--- src/rtl/cam_sim.sv ---
// Synthetic VGA camera source: divides clk by two into pclk and streams
// one test-pattern pixel with its coordinates per pclk period.
//
// Ports:
//   clk    in   system clock
//   reset  in   asynchronous active-high reset
//   pclk   out  pixel clock (clk/2, registered)
//   value  out  [7:0] pixel intensity
//   x      out  [9:0] column of current pixel
//   y      out  [9:0] row of current pixel
//   is_val out  active-pixel flag
`timescale 1ns/1ps

module cam_sim #(
  parameter int H_ACTIVE = 640,
  parameter int V_ACTIVE = 480,
  parameter int H_TOTAL  = 784,
  parameter int V_TOTAL  = 510,
  parameter int PATTERN  = 0
) (
  input  logic       clk,
  input  logic       reset,
  output logic       pclk,
  output logic [7:0] value,
  output logic [9:0] x,
  output logic [9:0] y,
  output logic       is_val
);

  localparam logic [9:0] HA = 10'(H_ACTIVE);
  localparam logic [9:0] VA = 10'(V_ACTIVE);
  localparam logic [9:0] HL = 10'(H_TOTAL - 1);
  localparam logic [9:0] VL = 10'(V_TOTAL - 1);

  logic       pclk_q;
  logic [9:0] h_q, h_d;
  logic [9:0] v_q, v_d;
  logic [7:0] frame_q, frame_d;
  logic [9:0] x_q, x_d;
  logic [9:0] y_q, y_d;
  logic [7:0] val_q, val_d;
  logic       vld_q, vld_d;
  logic [7:0] pat;

  // Pattern function of the counters being consumed this step.
  always_comb begin
    pat = 8'h00;
    if (PATTERN == 1) begin
      pat = h_q[7:0];
    end else if (PATTERN == 2) begin
      pat = {8{h_q[5] ^ v_q[5]}};
    end else begin
      pat = h_q[7:0] + v_q[7:0] + frame_q;
    end
  end

  // A pixel step is the clk edge on which pclk falls (pclk_q == 1).
  always_comb begin
    h_d     = h_q;
    v_d     = v_q;
    frame_d = frame_q;
    x_d     = x_q;
    y_d     = y_q;
    val_d   = val_q;
    vld_d   = vld_q;
    if (pclk_q) begin
      if (h_q < HA && v_q < VA) begin
        vld_d = 1'b1;
        x_d   = h_q;
        y_d   = v_q;
        val_d = pat;
      end else begin
        vld_d = 1'b0;
        val_d = 8'h00;
      end
      if (h_q == HL) begin
        h_d = 10'd0;
        if (v_q == VL) begin
          v_d     = 10'd0;
          frame_d = frame_q + 8'd1;
        end else begin
          v_d = v_q + 10'd1;
        end
      end else begin
        h_d = h_q + 10'd1;
      end
    end
  end

  always_ff @(posedge clk or posedge reset) begin
    if (reset) begin
      pclk_q  <= 1'b0;
      h_q     <= 10'd0;
      v_q     <= 10'd0;
      frame_q <= 8'd0;
      x_q     <= 10'd0;
      y_q     <= 10'd0;
      val_q   <= 8'd0;
      vld_q   <= 1'b0;
    end else begin
      pclk_q  <= ~pclk_q;
      h_q     <= h_d;
      v_q     <= v_d;
      frame_q <= frame_d;
      x_q     <= x_d;
      y_q     <= y_d;
      val_q   <= val_d;
      vld_q   <= vld_d;
    end
  end

  assign pclk   = pclk_q;
  assign value  = val_q;
  assign x      = x_q;
  assign y      = y_q;
  assign is_val = vld_q;

endmodule

--- config.mk ---
export PLATFORM = sky130hd
export DESIGN_NAME = cam_sim
export DESIGN_NICKNAME = d
export VERILOG_FILES = /design/src/rtl/cam_sim.sv
export SDC_FILE = /design/constraint.sdc
export NUM_CORES = 1
export LEC_CHECK = 0
export CAP_MARGIN = 20
export CORE_ASPECT_RATIO = 0.6
export CORE_UTILIZATION = 55
export CTS_CLUSTER_SIZE = 30
export DETAILED_ROUTE_END_ITERATION = 12
export PLACE_DENSITY = 0.78
export SLEW_MARGIN = 20
export SYNTH_ARGS = -nofsm -noshare
export SYNTH_HDL_FRONTEND = slang
export SYNTH_SLANG_ARGS = --single-unit
--- constraint.sdc ---
create_clock -name clk -period 5.5 [get_ports clk]
set_input_delay 1.375 -clock clk [delete_from_list [all_inputs] [get_ports clk]]
set_output_delay 1.375 -clock clk [all_outputs]
set_load 0.1 [all_outputs]
### After elaboration in Yosys (flattened, before gate mapping)

Index checks and enable logic that the tools add are counted.

* add/sub/neg operators: 5
* $mul: 0
* divide/modulo/power cells: 0
* $lt $le $gt $ge: 2
* eq/ne operators: 2
* shift-type cells: 0
* muxes and demuxes: 4
* bitwise gates (word level): 1
* reduce and logical (&&, ||, !) cells: 4

Operators by type and width (number)
* $add A10 B1 Y10 const B: 2
* $mux W10: 2
* $add A8 B8 Y8: 2
* $eq A10 B10 Y1 const B: 1
* $eq A10 B9 Y1 const B: 1
* $lt A10 B10 Y1 const B: 1
* $lt A10 B9 Y1 const B: 1
* $add A8 B1 Y8 const B: 1
* $mux W8: 1
* $reduce_and A2 Y1: 2
* $reduce_and A3 Y1: 1
* $logic_and A1 B1 Y1: 1
* $mux W1: 1
* $not A1 Y1: 1

* bits in registers: 58
* latch bits: 0
* bits in writable memories: 0
* memory bits (read-only): 0
* output and inout port bits: 30
* word-level logic and storage cells: 26
* memories kept: 0

### Logic depth before layout (Yosys ltp)

* depth in word-level cells: 3
* gate-level depth with buffers: 8
* depth with buffers taken out: 8

### Worst setup path after synthesis

Ideal clock, no wire load.

* path type: flip-flop to flip-flop
* start point: reg pclk_q (netlist: pclk)
* end point: reg y_q[7] (netlist: y[7])
* setup time: 0.067 ns
* data arrival time: 2.453 ns
* data required time: 5.433 ns
* setup slack: 2.980 ns
* cell stages (with the launch flop): 5
* path buffers: 1
* period minus slack after synthesis: 2.520 ns
* cells stage by stage: dfrtp_1 > clkinv_1 > nor4b_1 > clkbuf_1 > o22a_1

* longest elaborated chain between the ends: 1

Ends and longest elaborated chain
* start: declaration: RTL line 35 `logic pclk_q;`
* start signal: assignment: RTL line 101 `pclk_q <= ~pclk_q;`
* $reduce_and A2 Y1 (no source line)
* end signal: assignment: RTL line 106 `y_q <= y_d;`
* end: declaration: RTL line 40 `logic [9:0] y_q, y_d;`

No other way between the ends.
A chain may end at the register's enable or synchronous reset.

### Worst setup path in the final report

* start point: reg pclk_q (netlist: pclk)
* end point: out pclk

RTL lines
* end: declaration: RTL line 23 `output logic pclk,`

No word-level cell between the ends.

==> flow_results.xml <==
<?xml version="1.0" encoding="UTF-8"?>
<metrics>
  <group name="sta">
    <metric name="setup_violations" unit="">0</metric>
    <metric name="finalCriticalPeriod" unit="ps">3493</metric>
    <metric name="timing.final.max_slew_violations" unit="">0</metric>
    <metric name="final.setup.tns" unit="ps">0</metric>
    <metric name="fin_worst_skew" unit="ps">5.262</metric>
    <metric name="finalHoldViolCount" unit="">0</metric>
    <metric name="grt_setup_unrepaired" unit="">false</metric>
    <metric name="fmax" unit="MHz">286.3</metric>
    <metric name="period_share" unit="%">63.50</metric>
    <metric name="timing.slew.headroom" unit="%">34.80</metric>
    <metric name="max_slew.worst_pin.slew" unit="ps">975.0</metric>
  </group>
  <group name="critical_path">
    <metric name="cp-startpoint" unit="">pclk$_DFF_PP0_</metric>
    <metric name="worstPathRequired" unit="ps">4120</metric>
    <metric name="reg2reg_from" unit="">h_q[4]$_DFFE_PP0P_</metric>
    <metric name="timing.critical_path.cells" unit="">clkdlybuf4s50_1</metric>
    <metric name="timing.critical_path.max_delay_family" unit="">buffers and inverters</metric>
    <metric name="cp-start-kind" unit="">register</metric>
    <metric name="timing.critical_path.arrival" unit="ps">2120</metric>
    <metric name="timing.rr.end" unit="">frame_q[1]$_DFFE_PP0P_</metric>
    <metric name="critical_path_top_delay_cell" unit="">sky130_fd_sc_hd__clkdlybuf4s50_1</metric>
    <metric name="path_max_fanout" unit="">12</metric>
    <metric name="worst_reg2reg_path_length_in_cells" unit="">4</metric>
    <metric name="critical-path-max-stage-delay" unit="ps">1210</metric>
    <metric name="worst_setup_path_end_kind" unit="">output pin</metric>
    <metric name="path_class" unit="">reg2out</metric>
    <metric name="timing.critical_path.buf_inv" unit="">1</metric>
    <metric name="r2r_slack" unit="ps">2770</metric>
  </group>
  <group name="detailed_routing">
    <metric name="vias" unit="">2197</metric>
    <metric name="dr.pass1.iters" unit="">4</metric>
    <metric name="route.final.wire_length" unit="mm">6.203</metric>
    <metric name="ant_nets" unit="">0</metric>
    <metric name="routed_length_per_instance" unit="um">15.86</metric>
    <metric name="via_per_inst" unit="">5.619</metric>
    <metric name="drt_drc_violations_left" unit="">0</metric>
    <metric name="drt-initial-drc-count" unit="">98</metric>
  </group>
  <group name="logic_synthesis">
    <metric name="synth_top_area_share" unit="%">49.96</metric>
    <metric name="postSynthNetCount" unit="">305</metric>
    <metric name="synth_flop_cell" unit="">sky130_fd_sc_hd__dfrtp_1</metric>
    <metric name="synth.largest_area_cell" unit="">sky130_fd_sc_hd__dfrtp_1</metric>
    <metric name="ys_top_cells_by_area" unit="">sky130_fd_sc_hd__dfrtp_1, sky130_fd_sc_hd__nand2_1, sky130_fd_sc_hd__fa_1</metric>
    <metric name="synth_cells" unit="">285</metric>
    <metric name="synth.yosys.seq_area_share" unit="%">49.96</metric>
    <metric name="synthArstFlopShare" unit="%">100.0</metric>
    <metric name="synth-warning-count" unit="">0</metric>
    <metric name="synth_seq_cells" unit="">58</metric>
    <metric name="synth_enable_flop_cells" unit="">0</metric>
    <metric name="synthesis.area_per_instance" unit="um^2">10.19</metric>
    <metric name="syn_area" unit="um^2">2905</metric>
    <metric name="netlist-cell-type-count" unit="">45</metric>
  </group>
  <group name="clock_tree">
    <metric name="cts_num_sinks" unit="">58</metric>
    <metric name="ctsHtreeMaxLevel" unit="">3</metric>
    <metric name="cts-buffers-inserted" unit="">9</metric>
    <metric name="clock_root_buffer" unit="">sky130_fd_sc_hd__clkbuf_8</metric>
    <metric name="cts.clk_slew.worst_paths" unit="ps">60</metric>
    <metric name="cts.repair_timing.setup_buffer_count" unit="">0</metric>
    <metric name="holdBufCountCts" unit="">0</metric>
    <metric name="cts_buffer_depth" unit="">2</metric>
    <metric name="cts_resized" unit="">0</metric>
    <metric name="cts_tree" unit="">done</metric>
    <metric name="clock_insertion_delay_worst_skew" unit="ps">340</metric>
  </group>
  <group name="cells_and_area">
    <metric name="num-nets-final" unit="">340</metric>
    <metric name="syn2layout_area_growth" unit="%">22.05</metric>
    <metric name="final_cell_count_no_fill" unit="">391</metric>
    <metric name="final_design_area_no_fill" unit="um^2">3546</metric>
    <metric name="final_layout_size_suffix_gt1_share" unit="%">8.000</metric>
    <metric name="diode_insertion_count_for_antenna_repair" unit="">0</metric>
  </group>
  <group name="power_and_ir_drop">
    <metric name="total_power" unit="W">0.0009631</metric>
    <metric name="fraction_of_power_consumed_by_the_clock_network" unit="%">54.7</metric>
    <metric name="internal-power" unit="W">0.0007863</metric>
    <metric name="power_per_cell_area" unit="nW/um^2">271.6</metric>
    <metric name="comb_power_share" unit="%">1.0</metric>
    <metric name="static_leakage" unit="nW">1.700</metric>
    <metric name="seq_power_share" unit="%">44.3</metric>
    <metric name="power_switching_share" unit="%">18.35</metric>
    <metric name="ir_worst_vdd" unit="mV">0.1764</metric>
    <metric name="switching_power" unit="W">0.0001768</metric>
  </group>
  <group name="floorplanning">
    <metric name="start_util" unit="%">57.19</metric>
    <metric name="placement_rows" unit="">20</metric>
    <metric name="die_height" unit="um">58.30</metric>
    <metric name="die_width" unit="um">95.83</metric>
    <metric name="die_area" unit="um^2">5586</metric>
    <metric name="core-area" unit="um^2">5080</metric>
    <metric name="top_level_ports" unit="">32</metric>
  </group>
  <group name="status">
    <metric name="run_status" unit="">finished clean</metric>
  </group>
  <group name="grt">
    <metric name="antenna_found_initial" unit="">0</metric>
    <metric name="grt_use_met2" unit="%">34.90</metric>
    <metric name="global_route.usage.met1" unit="%">38.43</metric>
    <metric name="gr-usage-all-layers" unit="%">25.57</metric>
    <metric name="grtUsageMet3" unit="%">8.915</metric>
    <metric name="grt_first_pass_wirelength" unit="mm">10.26</metric>
    <metric name="grt_pass1_vias" unit="">2124</metric>
    <metric name="globalRouteOverflowTotal" unit="">0</metric>
    <metric name="grt_busiest_layer" unit="">met1</metric>
    <metric name="maximum_number_of_pins_on_one_net_before_global_route_repair" unit="">59</metric>
  </group>
  <group name="min_path">
    <metric name="worst_hold_path.endpoint" unit="">y[5]$_DFFE_PP0P_</metric>
    <metric name="holdCritPathClass" unit="">reg2reg</metric>
    <metric name="hold_path_depth" unit="">2</metric>
    <metric name="hold_path_startpoint" unit="">y[5]$_DFFE_PP0P_</metric>
  </group>
  <group name="place">
    <metric name="placed_area" unit="um^2">3279</metric>
    <metric name="gpl_congestion" unit="">0.8626</metric>
    <metric name="port_buffers" unit="">31</metric>
    <metric name="hpwl_after_dpl" unit="mm">4.354</metric>
    <metric name="place_inst" unit="">375</metric>
  </group>
  <group name="flow_run">
    <metric name="max_cap_viol_count" unit="">0</metric>
  </group>
</metrics>
-- routing by layer --
| layer | up-vias | routed length, um |
|---|---|---|
| met3 | 7 | 358 |
| met2 | 62 | 2676 |
| met4 | 0 | 44 |
| li1 | 1057 | - |
| met5 | - | 0 |
| met1 | 1071 | 3124 |
-- worst register-to-register path: stages, from the launching register on --
cell	delay, ps
sky130_fd_sc_hd__dfrtp_1	520
sky130_fd_sc_hd__nor4b_1	610
sky130_fd_sc_hd__nand3_1	550
sky130_fd_sc_hd__nor2_1	550
sky130_fd_sc_hd__mux2_2	390
-- power groups by stage --
stage	registers (W)	clock network [W]	logic, W
3_3_place_gp	0.000435	0	0.00000981
3_5_place_dp	0.000435	0	0.00000990
5_1_grt	0.000426	0.000551	0.0000111
6_report	0.000427	0.000527	0.00000926
4_1_cts	0.000427	0.000533	0.00000994
2_1_floorplan	0.000435	0	0.00000623
-- through the flow --
stage / hold slack (ps) / setup slack (ps) / utilization, %
final: 473.7 / 2007 / 69.80
after global routing: 498.5 / 1946 / 69.80
after global placement: 458.3 / 2395 / 64.56
after detailed placement: 466.3 / 2385 / 64.56
after CTS: 481.7 / 1996 / 69.80
after floorplan: 454.3 / 2697 / -
-- worst max path at each step --
stage,endpoint,slack [ps],cells after the start
2_1_floorplan,frame_q[0]$_DFFE_PP0P_,2700,1
3_3_place_gp,pclk,2400,1
3_5_place_dp,pclk,2380,1
4_1_cts,pclk,2000,1
5_1_grt,pclk,1950,1
6_report,pclk,2010,1
-- cell families after synthesis --
group,share of synthesized area (%)
adders and majority gates,9.819
xor gates and xnor gates,5.728
and+or+nand+nor,19.68
DFF,49.96
buffers and inverters,3.058
AOI/OAI and AO/OA,9.949
muxes,1.809
-- sequential cells by signal (all words and copies together) (netlist names) --
signal	flops
v_q	10
x	10
is_val	1
y	10
value	8
pclk	1
frame_q	8
h_q	10
-- synth_stat cells (all sizes together) (2+ instances only) --
cell type  instances
a21o               2
a21oi              8
a22o               6
and3               4
and4               2
buf                2
clkbuf             8
dfrtp             58
fa                 8
ha                10
inv               10
mux2               2
mux2i              3
nand2             63
nand3              9
nand4              7
nor2              10
nor2b              2
nor3               5
nor4               4
nor4b              2
o21ai             18
o22a               2
or2                2
or3                4
xnor2              7
xor2              12
-- cell usage in the layout, fill, tap and decap left out, types with 3 or more instances in the layout --
| cell type | n |
|---|---|
| sky130_fd_sc_hd__nand2_1 | 63 |
| sky130_fd_sc_hd__dfrtp_1 | 58 |
| sky130_fd_sc_hd__clkdlybuf4s50_1 | 31 |
| sky130_fd_sc_hd__o21ai_0 | 18 |
| sky130_fd_sc_hd__xor2_1 | 12 |
| sky130_fd_sc_hd__nor2_1 | 10 |
| sky130_fd_sc_hd__ha_1 | 10 |
| sky130_fd_sc_hd__clkbuf_8 | 10 |
| sky130_fd_sc_hd__inv_1 | 9 |
| sky130_fd_sc_hd__nand3_1 | 9 |
| sky130_fd_sc_hd__a21oi_1 | 8 |
| sky130_fd_sc_hd__fa_1 | 8 |
| sky130_fd_sc_hd__nand4_1 | 7 |
| sky130_fd_sc_hd__xnor2_1 | 7 |
| sky130_fd_sc_hd__a22o_1 | 6 |
| sky130_fd_sc_hd__nor3_1 | 5 |
| sky130_fd_sc_hd__or3_1 | 4 |
| sky130_fd_sc_hd__and3_1 | 4 |
| sky130_fd_sc_hd__bufinv_16 | 4 |
| sky130_fd_sc_hd__nor4_1 | 3 |
| sky130_fd_sc_hd__mux2i_1 | 3 |
| sky130_fd_sc_hd__buf_4 | 3 |
-- area by class of cell --
cell class              instances  area [um^2]
multi-input cells             206         1371
flip-flops and latches         58         1451
clock buffers                  11        141.4
clock inverters                 5        125.1
repair buffers                 34        332.8
inverters                      11        41.29
well taps                      66        82.58
fillers                       386         1534
Power figures use the tool's default switching activity.
